==> config.mk <==
export PLATFORM = sky130hd
export DESIGN_NAME = csr_file
export DESIGN_NICKNAME = d
export VERILOG_FILES = /design/src/rtl/csr_file.sv
export SDC_FILE = /design/constraint.sdc
export NUM_CORES = 1
export LEC_CHECK = 0
export ABC_AREA = 1
export ABC_CLOCK_PERIOD_IN_PS = 6100
export CAP_MARGIN = 10
export CORE_UTILIZATION = 55
export CTS_BUF_LIST = sky130_fd_sc_hd__clkbuf_16
export DETAILED_ROUTE_END_ITERATION = 12
export HOLD_SLACK_MARGIN = 0.02
export PLACE_DENSITY_LB_ADDON = 0.1
export SYNTH_ARGS = -nofsm -noshare
export SYNTH_HDL_FRONTEND = slang
export SYNTH_SLANG_ARGS = --single-unit
==> constraint.sdc <==
create_clock -name i_clk -period 6.1 [get_ports i_clk]
set_input_delay 1.83 -clock i_clk [delete_from_list [all_inputs] [get_ports i_clk]]
set_output_delay 1.83 -clock i_clk [all_outputs]
set_load 0.005 [all_outputs]
==> src/rtl/csr_file.sv <==
// Machine-mode CSR file for the RV32 core.
// Handles CSR read/modify/write, trap/mret state, 64-bit counters and irq pending.
module csr_file #(
  parameter int              XLEN         = 32,
  parameter logic [XLEN-1:0] MTVEC_RESET  = '0,
  parameter logic [XLEN-1:0] HART_ID      = '0,
  parameter bit              HAS_COUNTERS = 1'b1
) (
  input  logic            i_clk,
  input  logic            i_rst,
  input  logic            i_csr_en,
  input  logic [1:0]      i_csr_op,
  input  logic [11:0]     i_addr,
  input  logic [XLEN-1:0] i_wdata,
  input  logic            i_no_write,
  output logic [XLEN-1:0] o_rdata,
  output logic            o_illegal,
  input  logic            i_trap,
  input  logic [XLEN-1:0] i_trap_cause,
  input  logic [XLEN-1:0] i_trap_pc,
  input  logic [XLEN-1:0] i_trap_val,
  input  logic            i_mret,
  input  logic            i_instret,
  input  logic            i_irq_ext,
  input  logic            i_irq_timer,
  input  logic            i_irq_sw,
  output logic [XLEN-1:0] o_mtvec,
  output logic [XLEN-1:0] o_mepc,
  output logic            o_irq_pending
);

  localparam logic [11:0] A_MSTATUS   = 12'h300;
  localparam logic [11:0] A_MISA      = 12'h301;
  localparam logic [11:0] A_MIE       = 12'h304;
  localparam logic [11:0] A_MTVEC     = 12'h305;
  localparam logic [11:0] A_MSCRATCH  = 12'h340;
  localparam logic [11:0] A_MEPC      = 12'h341;
  localparam logic [11:0] A_MCAUSE    = 12'h342;
  localparam logic [11:0] A_MTVAL     = 12'h343;
  localparam logic [11:0] A_MIP       = 12'h344;
  localparam logic [11:0] A_MCYCLE    = 12'hB00;
  localparam logic [11:0] A_MINSTRET  = 12'hB02;
  localparam logic [11:0] A_MCYCLEH   = 12'hB80;
  localparam logic [11:0] A_MINSTRETH = 12'hB82;
  localparam logic [11:0] A_MHARTID   = 12'hF14;

  localparam logic [1:0] OP_RW = 2'b01;
  localparam logic [1:0] OP_RS = 2'b10;
  localparam logic [1:0] OP_RC = 2'b11;

  localparam logic [XLEN-1:0] MIE_MASK = XLEN'(32'h0000_0888);
  localparam logic [XLEN-1:0] MISA_VAL = XLEN'(32'h4000_0100);

  logic              st_mie;
  logic              st_mpie;
  logic [XLEN-1:0]   mie_q;
  logic [XLEN-1:0]   mtvec_q;
  logic [XLEN-1:0]   mscratch_q;
  logic [XLEN-1:0]   mepc_q;
  logic [XLEN-1:0]   mcause_q;
  logic [XLEN-1:0]   mtval_q;
  logic [2*XLEN-1:0] mcycle_q;
  logic [2*XLEN-1:0] minstret_q;

  logic [XLEN-1:0] mstatus_v;
  logic [XLEN-1:0] mip_v;
  logic [XLEN-1:0] wval;
  logic            mapped;
  logic            ro;
  logic            wr;

  always_comb begin
    mstatus_v = '0;
    mstatus_v[12:11] = 2'b11;
    mstatus_v[7] = st_mpie;
    mstatus_v[3] = st_mie;
    mip_v = '0;
    mip_v[11] = i_irq_ext;
    mip_v[7] = i_irq_timer;
    mip_v[3] = i_irq_sw;
  end

  always_comb begin
    o_rdata = '0;
    mapped = 1'b1;
    ro = (i_addr[11:10] == 2'b11);
    case (i_addr)
      A_MSTATUS:  o_rdata = mstatus_v;
      A_MISA: begin
        o_rdata = MISA_VAL;
        ro = 1'b1;
      end
      A_MIE:      o_rdata = mie_q;
      A_MTVEC:    o_rdata = mtvec_q;
      A_MSCRATCH: o_rdata = mscratch_q;
      A_MEPC:     o_rdata = mepc_q;
      A_MCAUSE:   o_rdata = mcause_q;
      A_MTVAL:    o_rdata = mtval_q;
      A_MIP: begin
        o_rdata = mip_v;
        ro = 1'b1;
      end
      A_MCYCLE: begin
        if (HAS_COUNTERS) o_rdata = mcycle_q[XLEN-1:0];
        else mapped = 1'b0;
      end
      A_MINSTRET: begin
        if (HAS_COUNTERS) o_rdata = minstret_q[XLEN-1:0];
        else mapped = 1'b0;
      end
      A_MCYCLEH: begin
        if (HAS_COUNTERS) o_rdata = mcycle_q[2*XLEN-1:XLEN];
        else mapped = 1'b0;
      end
      A_MINSTRETH: begin
        if (HAS_COUNTERS) o_rdata = minstret_q[2*XLEN-1:XLEN];
        else mapped = 1'b0;
      end
      A_MHARTID:  o_rdata = HART_ID;
      default:    mapped = 1'b0;
    endcase
  end

  assign o_illegal = i_csr_en &
    (!mapped | (ro & (i_csr_op != 2'b00) & !i_no_write));

  // trap and mret own the edge; a concurrent CSR write is dropped
  assign wr = i_csr_en & (i_csr_op != 2'b00) & !i_no_write &
    !o_illegal & !i_trap & !i_mret;

  always_comb begin
    unique case (i_csr_op)
      OP_RW:   wval = i_wdata;
      OP_RS:   wval = o_rdata | i_wdata;
      OP_RC:   wval = o_rdata & ~i_wdata;
      default: wval = o_rdata;
    endcase
  end

  always_ff @(posedge i_clk) begin
    if (i_rst) begin
      st_mie     <= 1'b0;
      st_mpie    <= 1'b0;
      mie_q      <= '0;
      mtvec_q    <= MTVEC_RESET & ~XLEN'(3);
      mscratch_q <= '0;
      mepc_q     <= '0;
      mcause_q   <= '0;
      mtval_q    <= '0;
    end else if (i_trap) begin
      mepc_q   <= i_trap_pc & ~XLEN'(3);
      mcause_q <= i_trap_cause;
      mtval_q  <= i_trap_val;
      st_mpie  <= st_mie;
      st_mie   <= 1'b0;
    end else if (i_mret) begin
      st_mie  <= st_mpie;
      st_mpie <= 1'b1;
    end else if (wr) begin
      case (i_addr)
        A_MSTATUS: begin
          st_mie  <= wval[3];
          st_mpie <= wval[7];
        end
        A_MIE:      mie_q <= wval & MIE_MASK;
        A_MTVEC:    mtvec_q <= wval & ~XLEN'(3);
        A_MSCRATCH: mscratch_q <= wval;
        A_MEPC:     mepc_q <= wval & ~XLEN'(3);
        A_MCAUSE:   mcause_q <= wval;
        A_MTVAL:    mtval_q <= wval;
        default: ;
      endcase
    end
  end

  logic wr_cyc_lo, wr_cyc_hi, wr_ins_lo, wr_ins_hi;

  assign wr_cyc_lo = wr & (i_addr == A_MCYCLE);
  assign wr_cyc_hi = wr & (i_addr == A_MCYCLEH);
  assign wr_ins_lo = wr & (i_addr == A_MINSTRET);
  assign wr_ins_hi = wr & (i_addr == A_MINSTRETH);

  // writing either half replaces it and skips that counter's increment
  always_ff @(posedge i_clk) begin
    if (i_rst) begin
      mcycle_q   <= '0;
      minstret_q <= '0;
    end else begin
      if (wr_cyc_lo)
        mcycle_q[XLEN-1:0] <= wval;
      else if (wr_cyc_hi)
        mcycle_q[2*XLEN-1:XLEN] <= wval;
      else
        mcycle_q <= mcycle_q + 1'b1;

      if (wr_ins_lo)
        minstret_q[XLEN-1:0] <= wval;
      else if (wr_ins_hi)
        minstret_q[2*XLEN-1:XLEN] <= wval;
      else if (i_instret)
        minstret_q <= minstret_q + 1'b1;
    end
  end

  assign o_mtvec = mtvec_q;
  assign o_mepc = mepc_q;
  assign o_irq_pending = st_mie & |(mie_q & mip_v);

endmodule
==> metrics.md <==
| Metric | Value |
|---|---|
| Port bufs | `243` |
| Setup TNS Final | `-13.4 ps` |
| Ys Warns | `0` |
| Fin util | `69.9%` |
| Max_slew headroom | `23.8%` |
| Worst setup margin | `-13.4 ps` |
| Worst Tran Pin Value | `1130 ps` |
| DRT antenna net count | `0` |
| Leak | `10.3 nW` |
| R2R Setup Slk | `2500 ps` |
| CTS root buffer | `clkbuf_16` |
| Slew Limit Fails | `0` |
| Clk sink count | `289` |
| Drt first pass iters | `7` |
| DIE AREA | `34900 µm²` |
| Fin nets | `3564` |
| Worst Setup Start Kind | `input port` |
| Element type at the critical path end | `primary output` |
| Max rail drop VDD | `0.183 mV` |
| Reg clk slew, reported paths | `60 ps` |
| Reg area | `5790 µm²` |
| Logic pwr share | `13.2%` |
| Number of synthesized register bits | `289` |
| Kind of critical path | `input port to primary output` |
| Fin. Hold Viols | `0` |
| Gr usage total | `48.1%` |
| Outcome | `finished with violations` |
| CP endpoint | `o_rdata[15]` |
| Longest Clk Path Bufs | `3` |
| Max_cap viols | `0` |
| Period Utilization, post-route | `100%` |
| Commonest non-fill, non-tap cell in the layout | `nand2_1` |
| Layout fillers | `2880` |
| Post-Syn Area per Cell | `5.94 µm²` |
| Main synth FF type | `dfxtp_1` |
| Via-to-Cell Ratio | `6.22` |
| P&R area growth vs syn | `24.8%` |
| Synth cell types | `41` |
| Most frequent cells in the layout | `nand2_1, nor2_1, inv_1` |
| Detailed Place HPWL | `64600 µm` |
| Failing checks | `setup timing` |
| Fraction of registers with async set/reset | `0%` |
| EDFF count, synth | `0` |
| Layout cell share with drive strength beyond 1 | `6.87%` |
| Wire per inst | `22.5 µm` |
| Sw Ratio | `29.1%` |
| Final Setup Violations | `1` |
| Final wirelength | `87300 µm` |
| Synth area leader | `dfxtp_1` |
| Placeable core area | `33500 µm²` |
| I/O pin total | `250` |
| Final std cells w/o fill | `3886` |
| Initial antenna violation count | `3` |
| Placed cells | `3818` |
| Via count | `24200` |
| GRT overflow | `0` |
| Final min period | `6110 ps` |
| Yosys top cell area share | `30.8%` |
| CTS tree | `done` |
| Clk_lat worst skew | `540 ps` |
| Arr. time, crit path | `4280 ps` |
| Power per cell area | `194 nW/µm²` |
| DR iter-0 viols | `3799` |
| Clk_skew | `25.4 ps` |
| Leading post-synthesis cells by cell area | `dfxtp_1, nand2_1, o21ai_0` |
| Cts bufs inserted | `34` |
| Die H | `187 µm` |
| Sequential Power Share | `44.0%` |
| DRC violations left | `0` |
| Multi-input gate area | `11200 µm²` |
| Largest net degree at the start of global routing | `119` |
| CP Max Fanout | `31` |
| Die Wd | `187 µm` |
| # hold bufs at CTS | `0` |
| CP required | `4270 ps` |
| Worst hold slack | `472 ps` |
| Reg-to-Reg End | `minstret_q[58]` |
| Mapped cell area | `18800 µm²` |
| Max frequency | `0.164 GHz` |
| Sw power | `1.32 mW` |
| Post-Syn Instances | `3163` |
| First-pass GRT wire length | `129000 µm` |
| Num rows | `67` |
| Worst R2R Start | `minstret_q[0]` |
| Fin area | `23400 µm²` |
| Clock power share | `42.8%` |
| Reg2Reg Depth | `14` |
| Number of global-route vias before repair | `22200` |
| Routability cong. | `1.04` |
| Starting density of the core | `56.0%` |
| HP Class | `register to register` |
| Int Pwr | `3.23 mW` |
| Placed cell areas | `22200 µm²` |
| Register area share after synthesis | `30.8%` |
| H-tree levels | `2` |
| CP startpoint | `i_addr[2]` |
-- how the worst min path moves through the flow --
stage                              start        endpoint  slack, ps  depth (start not counted)
after floorplan           mscratch_q[12]  mscratch_q[12]        430                          2
after global placement     mscratch_q[8]   mscratch_q[8]        440                          2
after detailed placement  mscratch_q[12]  mscratch_q[12]        450                          2
after CTS                 mscratch_q[12]  mscratch_q[12]        460                          2
after global routing       mscratch_q[8]   mscratch_q[8]        500                          2
final                      mscratch_q[8]   mscratch_q[8]        470                          2
-- layer usage --
metal | up-vias | wire [µm] | GRT usage (%)
met5 | - | 34 | 0
met4 | 4 | 5560 | 26.1
met3 | 423 | 13300 | 12.8
met2 | 1984 | 36700 | 72.4
met1 | 11000 | 31700 | 62.6
li1 | 10700 | - | -
-- critical path: stages --
cell	delay (ps)
clkdlybuf4s50_1	530
inv_2	50
nand2_2	130
nor2_2	70
buf_4	150
nand3_2	80
buf_12	220
buf_4	210
o21ai_0	110
nor3_1	240
nand2_1	150
clkdlybuf4s50_1	480
-- power by group through the flow --
stage	Clock (mW)	Sequential (mW)	Combinational [mW]
after detailed placement	0	2.04	0.560
after global placement	0	2.04	0.546
after CTS	1.94	2.00	0.568
final	1.95	2.01	0.600
after global routing	2.01	2.01	0.631
after floorplan	0	2.03	0.280
-- logic make-up (layout without fill, tap and decap cells) --
| family | Yosys count | count (layout) | synth area share [%] |
|---|---|---|---|
| compound gates | 637 | 637 | 17.6 |
| other cells | 1 | 6 | 0.0200 |
| simple gates | 1626 | 1626 | 35.9 |
| buf+inv | 495 | 765 | 10.3 |
| fa+ha+maj | 2 | 2 | 0.133 |
| xor+xnor | 113 | 113 | 5.27 |
| flops | 289 | 289 | 30.8 |
-- sequential cells by signal (all words and copies together) (netlist names) --
register and count:
mcycle_q 64, minstret_q 64, mcause_q 32, mscratch_q 32, mtval_q 32, o_mepc 30, o_mtvec 30, mie_q 3
st_mie 1, st_mpie 1
-- layout make-up --
type | instances | area share, %
diodes | 2 | 0.0213
clock buffers | 35 | 3.74
clock inverters | 27 | 0.662
inverters | 333 | 5.39
multi-input cells | 2382 | 47.8
flip-flops and latches | 289 | 24.7
well taps | 448 | 2.39
repair buffers | 370 | 15.3
-- through the flow --
stage	setup WS (ps)	power (mW)
floorplan	1160	2.31
global placement	-151	2.59
detailed placement	-179	2.60
CTS	3.63	4.51
global route	-31.9	4.65
finish	-13.4	4.56
-- Yosys cell counts, types with 6 or more instances --
cell type and number:
buf_4 7, nand3_1 179, a31oi_1 14, clkbuf_1 107
inv_2 12, inv_1 319, buf_1 6, nor2_2 8
a21oi_1 269, nand2_1 880, nor4_1 13, xnor2_1 6
xor2_1 107, o21ai_1 6, and3_1 10, o211ai_1 10
dfxtp_1 289, nand3b_1 10, o21ai_0 294, buf_2 42
nor3_1 76, nand4_1 46, o22ai_1 36, nor2_1 388
-- timing repair --
item	4_1_cts	5_1_grt
setup buffers	0	3
resized for setup	7	37
setup endpoints to repair	9	30
cloned	0	1
pin swaps	1	6
No activity file was read; power rests on OpenSTA's default activity.
